`src/rtl/debounce_pkg.sv`:
```
// Shared types for the input debouncer.
// State encoding keeps the current debounced level in bit 1, so the Q output
// can be taken straight from the state register.
package debounce_pkg;

  typedef enum logic [1:0] {
    ST_IDLE_LO = 2'b00,
    ST_WAIT_HI = 2'b01,
    ST_IDLE_HI = 2'b11,
    ST_WAIT_LO = 2'b10
  } DebounceState;

endpackage

```
`src/rtl/bit_sync.sv`:
```
// Multi-flop synchronizer for a single asynchronous bit.
// Generic enough to be reused for any async input in the design.
module bit_sync #(
  parameter int STAGES = 2
) (
  input  logic Clock,
  input  logic Reset,
  input  logic D,
  output logic Q
);

  logic [STAGES-1:0] chain;

  // Shift the raw bit through the flop chain; chain[0] is the metastability catcher
  always_ff @(posedge Clock) begin
    if (Reset) begin
      chain <= '0;
    end else begin
      chain <= {chain[STAGES-2:0], D};
    end
  end

  assign Q = chain[STAGES-1];

endmodule

```
`src/rtl/input_debouncer.sv`:
```
// Input debouncer: synchronizer followed by a stability-counter FSM.
// Q only changes after the synchronized input has held a new level for
// STABLE_CYCLES consecutive samples; any bounce discards the count.
// Optional feature macro: INPUT_DEBOUNCER_EDGE_EN enables the Rise/Fall
// one-cycle edge pulses; without it both outputs are tied low.
module input_debouncer
  import debounce_pkg::*;
#(
  parameter int SYNC_STAGES   = 2,
  parameter int STABLE_CYCLES = 4,
  parameter int CNT_W         = 8
) (
  input  logic Clock,
  input  logic Reset,
  input  logic D,
  output logic Q,
  output logic Busy,
  output logic Rise,
  output logic Fall
);

  // Refuse to elaborate with parameters the counter or synchronizer cannot honour
  if (SYNC_STAGES < 2) begin : g_bad_sync
    $error("input_debouncer: SYNC_STAGES must be >= 2");
  end
  if (STABLE_CYCLES < 2) begin : g_bad_stable
    $error("input_debouncer: STABLE_CYCLES must be >= 2");
  end
  if ((CNT_W < 1) || ((CNT_W < 31) && ((STABLE_CYCLES - 1) >= (1 << CNT_W)))) begin : g_bad_cnt
    $error("input_debouncer: CNT_W too narrow for STABLE_CYCLES-1");
  end

  localparam logic [CNT_W-1:0] CNT_LAST = CNT_W'(STABLE_CYCLES - 1);
  localparam logic [CNT_W-1:0] CNT_ONE  = CNT_W'(1);

  logic         syncD;
  DebounceState stateReg;
  DebounceState nextState;
  logic [CNT_W-1:0] cntReg;
  logic [CNT_W-1:0] cntNext;
  logic         busyReg;

  bit_sync #(
    .STAGES(SYNC_STAGES)
  ) u_sync (
    .Clock(Clock),
    .Reset(Reset),
    .D    (D),
    .Q    (syncD)
  );

  // State, counter and busy flag registers; reset drops any pending change
  always_ff @(posedge Clock) begin
    if (Reset) begin
      stateReg <= ST_IDLE_LO;
      cntReg   <= '0;
      busyReg  <= 1'b0;
    end else begin
      stateReg <= nextState;
      cntReg   <= cntNext;
      busyReg  <= (nextState == ST_WAIT_HI) || (nextState == ST_WAIT_LO);
    end
  end

  // Next-state and counter logic: count consecutive samples at the candidate level
  always_comb begin
    nextState = stateReg;
    cntNext   = cntReg;
    case (stateReg)
      ST_IDLE_LO: begin
        if (syncD) begin
          nextState = ST_WAIT_HI;
          cntNext   = CNT_ONE;
        end
      end
      ST_WAIT_HI: begin
        if (!syncD) begin
          nextState = ST_IDLE_LO;
          cntNext   = '0;
        end else if (cntReg == CNT_LAST) begin
          nextState = ST_IDLE_HI;
          cntNext   = '0;
        end else begin
          cntNext = cntReg + CNT_ONE;
        end
      end
      ST_IDLE_HI: begin
        if (!syncD) begin
          nextState = ST_WAIT_LO;
          cntNext   = CNT_ONE;
        end
      end
      ST_WAIT_LO: begin
        if (syncD) begin
          nextState = ST_IDLE_HI;
          cntNext   = '0;
        end else if (cntReg == CNT_LAST) begin
          nextState = ST_IDLE_LO;
          cntNext   = '0;
        end else begin
          cntNext = cntReg + CNT_ONE;
        end
      end
      default: begin
        nextState = ST_IDLE_LO;
        cntNext   = '0;
      end
    endcase
  end

  assign Q    = stateReg[1];
  assign Busy = busyReg;

`ifdef INPUT_DEBOUNCER_EDGE_EN
  logic riseReg;
  logic fallReg;

  // One-cycle pulses registered on the same edge that commits the new level
  always_ff @(posedge Clock) begin
    if (Reset) begin
      riseReg <= 1'b0;
      fallReg <= 1'b0;
    end else begin
      riseReg <= (stateReg == ST_WAIT_HI) && (nextState == ST_IDLE_HI);
      fallReg <= (stateReg == ST_WAIT_LO) && (nextState == ST_IDLE_LO);
    end
  end

  assign Rise = riseReg;
  assign Fall = fallReg;
`else
  assign Rise = 1'b0;
  assign Fall = 1'b0;
`endif

endmodule

```
`config.mk`:
```
export PLATFORM = sky130hd
export DESIGN_NAME = input_debouncer
export DESIGN_NICKNAME = d
export VERILOG_FILES = /design/src/rtl/debounce_pkg.sv /design/src/rtl/bit_sync.sv /design/src/rtl/input_debouncer.sv
export SDC_FILE = /design/constraint.sdc
export NUM_CORES = 1
export LEC_CHECK = 0
export CORE_AREA = 4 4 41 43
export CTS_CLUSTER_SIZE = 40
export DETAILED_ROUTE_END_ITERATION = 16
export DIE_AREA = 0 0 45 47
export PLACE_DENSITY = 0.8
export SYNTH_ARGS = -nofsm -noshare
export SYNTH_HDL_FRONTEND = slang
export SYNTH_SLANG_ARGS = --single-unit
```
`constraint.sdc`:
```
create_clock -name Clock -period 4.5 [get_ports Clock]
set_input_delay 0.9 -clock Clock [delete_from_list [all_inputs] [get_ports Clock]]
set_output_delay 0.9 -clock Clock [all_outputs]
set_load 0.01 [all_outputs]
```
==> key figures, run 1 <==
Synth
  • Yosys cell types: 29
  • Syn. warnings: 0
  • Main area contributors after synthesis: dfxtp_1, ha_1, nor2_1, xnor2_1, xor2_1
  • Top cell type's share of synthesized area: 35.3%
  • Avg Cell Area, Syn: 8.68 um^2
  • Post-Syn Instances: 85
  • Synth area leader: dfxtp_1
  • Async SR Flop Fraction: 0%
  • Synth Register Bits: 13
  • Post-synth EDFFs: 0
  • Post-synthesis sequential area ratio: 35.3%
  • Synthesized cell area: 738 um^2
  • Most used DFF post-synth: dfxtp_1

Floorplan
  • Core area: 0.00130 mm^2
  • Initial Util: 56.7%
  • Die height: 47 um
  • Die width: 45 um
  • FP Rows: 13
  • Top-Level Pins: 7
  • Die area: 0.00212 mm^2

Power and ir drop
  • Comb pwr share: 10.0%
  • Clock Power Share: 32.6%
  • Psw: 48.8 uW
  • Sequential power share: 57.4%
  • Static leakage: 0.302 nW
  • Final Power: 211 uW
  • Maximum vdd drop: 182 uV
  • Cell internal pwr: 162 uW
  • PD cells: 261 mW/mm^2
  • Switching part of the total: 23.2%

Clock tree
  • Clk sinks: 13
  • CTS Hold Bufs: 0
  • H-Tree Depth: 1
  • Clock tree from TritonCTS: built
  • Clk_lat worst skew: 270 ps
  • Root buffer cell: clkbuf_4
  • Num CTS Buffers: 3
  • CTS Buffer Depth: 2
  • Post-CTS Setup Bufs: 0
  • Post-CTS Resized: 0
  • Clock transition at path regs: 70 ps

Timing
  • Min Tclk post-route: 2190 ps
  • Fin. max-slew vios: 0
  • Peak Freq: 0.456 GHz
  • Crit share post-route: 48.8%
  • Final setup violation count: 0
  • Slew margin rel.: 65.8%
  • Setup Skew: 1.80 ps
  • Worst-Margin Slew: 498 ps
  • Final Hold Viols: 0
  • Setup TNS: 0 ps
  • Hold_ws: 445 ps
  • RSZ-0062 raised after global routing: no

Critical path
  • Cell family with the largest share of critical-path delay: buffers and inverters
  • Worst setup path endpoint: Q
  • CP endpoint kind: output port
  • Crit Path Class: flop to output port
  • Internal reg-to-reg setup slack: 2510 ps
  • CP Launch Type: flop
  • CP max stage cell: clkdlybuf4s50_1
  • CP Data Required Time: 3600 ps
  • Max Fanout on Critical Path: 7
  • CP startpoint: stateReg[1]$_SDFF_PP0_
  • Worst path cell trace: clkdlybuf4s50_1
  • Logic depth of the worst path, buffers included: 1
  • CP arrival: 1290 ps
  • Reg-to-reg critical path endpoint: cntReg[3]$_SDFFE_PP0P_
  • FF-to-FF path depth: 6
  • Max incr delay on CP: 580 ps
  • Crit Reg-Reg Startpoint: cntReg[0]$_SDFFE_PP0P_
  • CP bufs+invs: 1

Drt
  • Drt first pass iters: 4
  • Starting DRT DRC Count: 10
  • WL/cell: 12.8 um
  • Total number of vias: 594
  • Routed Antenna Nets: 0
  • # DRC: 0
  • Vias per inst: 5.60
  • DRT Wirelength: 1.35 mm

Cells and area
  • Syn-to-layout area delta: 9.49%
  • Fin nets: 101
  • Commonest non-fill, non-tap cells in the layout: dfxtp_1, nor2_1, ha_1, inv_1, nand2_1
  • Diode count: 0
  • Design area: 808 um^2
  • Fraction of final layout cells sized beyond drive strength 1: 9.89%
  • Final Util: 62.1%

GRT
  • Total GRT Usage: 14.8%
  • Number of global-route vias before repair: 513
  • Gr ovfl total: 0
  • Largest net degree at the start of global routing: 9
  • Global-route wire length before repair: 2.21 mm
  • Initial antenna violation count: 0

Placed design
  • # port buffers: 4
  • DP Wirelength: 1.04 mm
  • Post-DP Area: 782 um^2
  • Gp weighted congestion: 0.799

Status
  • Status: completed

Run
  • Max-cap viol count: 0

Worst hold path
  • Tightest Hold Check Type: flop to flop
## cell type report
| type | instances | area [um^2] |
|---|---|---|
| Clock buffer | 4 | 26.3 |
| Fill cell | 123 | 493 |
| Inverter | 5 | 18.8 |
| Multi-Input combinational cell | 65 | 444 |
| Sequential cell | 13 | 260 |
| Tap cell | 15 | 18.8 |
| Timing Repair Buffer | 4 | 40.0 |
## power groups by stage
stage	clock [mW]	sequential, mW	combinational (mW)
floorplan	0	0.122	0.0162
global placement	0	0.123	0.0207
detailed placement	0	0.124	0.0208
CTS	0.0720	0.121	0.0209
global route	0.0774	0.121	0.0235
finish	0.0687	0.121	0.0210
## registers in the layout (all words and copies together) (netlist names)
register	count
cntReg	8
stateReg	2
u_sync.chain	2
Busy	1
## worst min path at each step
| stage | start | to | slack [ps] | cells after the start |
|---|---|---|---|---|
| 2_1_floorplan | u_sync.chain[0]$_SDFF_PP0_ | u_sync.chain[1]$_SDFF_PP0_ | 410 | 1 |
| 3_3_place_gp | u_sync.chain[0]$_SDFF_PP0_ | u_sync.chain[1]$_SDFF_PP0_ | 420 | 1 |
| 3_5_place_dp | u_sync.chain[0]$_SDFF_PP0_ | u_sync.chain[1]$_SDFF_PP0_ | 440 | 1 |
| 4_1_cts | u_sync.chain[0]$_SDFF_PP0_ | u_sync.chain[1]$_SDFF_PP0_ | 450 | 1 |
| 5_1_grt | u_sync.chain[0]$_SDFF_PP0_ | u_sync.chain[1]$_SDFF_PP0_ | 460 | 1 |
| 6_report | u_sync.chain[0]$_SDFF_PP0_ | u_sync.chain[1]$_SDFF_PP0_ | 450 | 1 |
## Yosys cell counts (2+ instances only)
| cell | count |
|---|---|
| xor2_1 | 3 |
| nor3_1 | 2 |
| xnor2_1 | 3 |
| a21oi_1 | 4 |
| nand3_1 | 3 |
| ha_1 | 6 |
| and3_1 | 3 |
| nor2_1 | 13 |
| nand3b_1 | 3 |
| dfxtp_1 | 13 |
| inv_1 | 5 |
| nor2b_1 | 2 |
| o21ai_0 | 4 |
| nand2_1 | 5 |
| buf_4 | 2 |
## kinds of logic after synthesis
logic type,count (synthesis),share of synthesized area [%]
buffers and inverters,8,5.08
muxes,2,2.88
xor gates and xnor gates,6,7.12
and+or+nand+nor,35,24.6
adders and majority gates,6,10.2
other,1,0.508
DFF,13,35.3
AOI/OAI and AO/OA,14,14.4
## stage by stage
stage               setup slack (ps)  cells
global placement                2530    102
detailed placement              2520    102
floorplan                       2670     86
global route                    2240    106
finish                          2310    106
CTS                             2300    106
## layer usage
metal	global-route usage (%)	part of all wire (%)	up-vias	wire length, um
met5	0	0	-	0
li1	-	-	300	-
met4	8.77	2.1	0	29
met2	22.3	44	10	601
met1	19.3	50	279	675
met3	3.45	3.6	5	49
No activity file was read; power rests on OpenSTA's default activity.
==> run 2, diff against run 1 <==
- CORE_AREA: 4 4 41 43 -> unset
- CORE_MARGIN: unset -> 4
- CORE_UTILIZATION: unset -> 53
- DIE_AREA: 0 0 45 47 -> unset
- PLACE_DENSITY: 0.8 -> 0.77
- clock period: 4.5 -> 2.05 ns (I/O delays scaled with it)
==> key figures, run 2 (synthesized netlist as in run 1, its figures left out) <==
Timing
  • Min Tclk post-route: 1950 ps
  • Setup TNS: 0 ps (unchanged)
  • Final setup violation count: 0 (unchanged)
  • Fin. max-slew vios: 0 (unchanged)
  • Peak Freq: 0.513 GHz
  • Final Hold Viols: 0 (unchanged)
  • Crit share post-route: 95.1%
  • RSZ-0062 raised after global routing: no
  • Setup Skew: 1.44 ps (-0.362 ps)

Worst hold path
  • Tightest Hold Check Type: flop to flop

Drt
  • WL/cell: 13.1 um (+2.6%)
  • Starting DRT DRC Count: 24 (+14)
  • Total number of vias: 612 (+3.0%)
  • Routed Antenna Nets: 0 (unchanged)
  • Vias per inst: 5.72 (+2.1%)
  • # DRC: 0 (unchanged)
  • DRT Wirelength: 1.40 mm (+3.5%)
  • Drt first pass iters: 4 (unchanged)

GRT
  • Total GRT Usage: 16.6% (+1.8 points)
  • Number of global-route vias before repair: 570 (+11%)
  • Initial antenna violation count: 0 (unchanged)
  • Gr ovfl total: 0 (unchanged)
  • Largest net degree at the start of global routing: 9 (unchanged)
  • Global-route wire length before repair: 2.44 mm (+10%)

Power and ir drop
  • Static leakage: 0.310 nW (+2.7%)
  • PD cells: 559 mW/mm^2 (+110%)
  • Final Power: 475 uW (+130%)
  • Maximum vdd drop: 439 uV (+140%)

Placed design
  • Gp weighted congestion: 0.888 (+11%)
  • DP Wirelength: 1.03 mm (-0.98%)
  • Post-DP Area: 790 um^2 (+0.96%)
  • # port buffers: 4 (unchanged)

Critical path
  • CP Data Required Time: 2210 ps (-1390 ps)
  • Crit Path Class: flop to flop
  • CP arrival: 2110 ps (+820 ps)
  • Max Fanout on Critical Path: 4 (-3)
  • CP endpoint kind: flop
  • CP Launch Type: flop

Cells and area
  • Syn-to-layout area delta: 15.1%
  • Fin nets: 102 (+0.99%)
  • Biggest regs: cntReg x8, stateReg x2, u_sync.chain x2
  • Diode count: 0 (unchanged)
  • Design area: 850 um^2 (+5.1%)
  • Reg with most FFs: cntReg
  • Final Util: 65.3% (+3.2 points)
  • Max FFs per register: 8 (unchanged)
  • Commonest non-fill, non-tap cell in the layout: nor2_1
  • Fraction of final layout cells sized beyond drive strength 1: 14.1% (+4.2 points)
  • Commonest non-fill, non-tap cells in the layout: nor2_1, dfxtp_1, inv_1, nand2_1, ha_1

Floorplan
  • Die area: 0.00205 mm^2 (-2.9%)
  • FP Rows: 13 (unchanged)
  • Die height: 45.3 um (-3.6%)
  • Die width: 45.3 um (+0.71%)
  • Core area: 0.00130 mm^2 (unchanged)
  • Initial Util: 56.7% (unchanged)
  • Top-Level Pins: 7 (unchanged)

Clock tree
  • Root buffer cell: clkbuf_4
  • Clock tree from TritonCTS: built
  • Clk sinks: 13 (unchanged)
  • H-Tree Depth: 1 (unchanged)
  • Clock transition at path regs: 70 ps (about the same)
  • Clk_lat worst skew: 270 ps (about the same)
  • Post-CTS Setup Bufs: 0 (unchanged)
  • Num CTS Buffers: 3 (unchanged)
  • CTS Buffer Depth: 2 (unchanged)

Run
  • Max-cap viol count: 0 (unchanged)

Status
  • Status: completed
## run 2: layout make-up
cell class	count	area [um^2]
clock buffer	4	26.3
tap	15	18.8
multi-input combinational	65	475
fill	109	452
inverter	5	18.8
sequential	13	263
timing repair buffer	5	47.5
## run 2: power breakdown
part           internal [mW]  switching, mW
logic                 0.0266         0.0291
registers              0.259        0.00689
clock network         0.0754         0.0780
total                  0.361          0.114
## run 2: worst paths after layout
path	endpoint	cells past startpoint	slack (ps)	startpoint
setup / recovery	cntReg[6]$_SDFFE_PP0P_	6	100	cntReg[0]$_SDFFE_PP0P_
setup reg to reg	cntReg[6]$_SDFFE_PP0P_	6	100	cntReg[0]$_SDFFE_PP0P_
hold reg to reg	u_sync.chain[1]$_SDFF_PP0_	1	450	u_sync.chain[0]$_SDFF_PP0_
hold / removal	u_sync.chain[1]$_SDFF_PP0_	1	450	u_sync.chain[0]$_SDFF_PP0_
## run 2: repair_timing
action	CTS	global route
endpoints found under the setup margin	0	7
gates resized for setup	0	6
hold buffers	0	0
## run 2: stage by stage
stage / hold slack (ps) / setup WS (ps) / cells
finish: 448 / 101 / 107
global route: 469 / 22.1 / 107
CTS: 445 / 60.4 / 107
detailed placement: 427 / 76.0 / 103
global placement: 418 / 123 / 103
floorplan: 414 / 224 / 86
## run 2: metal layers
layer / global-route usage [%] / wire, um / vias up
met5: 0 / 0 / -
met4: 9.94 / 31 / 0
met3: 3.59 / 68 / 7
met2: 26.0 / 674 / 22
met1: 20.6 / 628 / 280
li1: - / - / 303
## run 2: critical path: stages, from the launching register on
cell and delay, ps:
dfxtp_2 360, ha_2 190, or4b_4 460, or2_4 300, and3_1 250, a32oi_1 200
a21oi_1 90
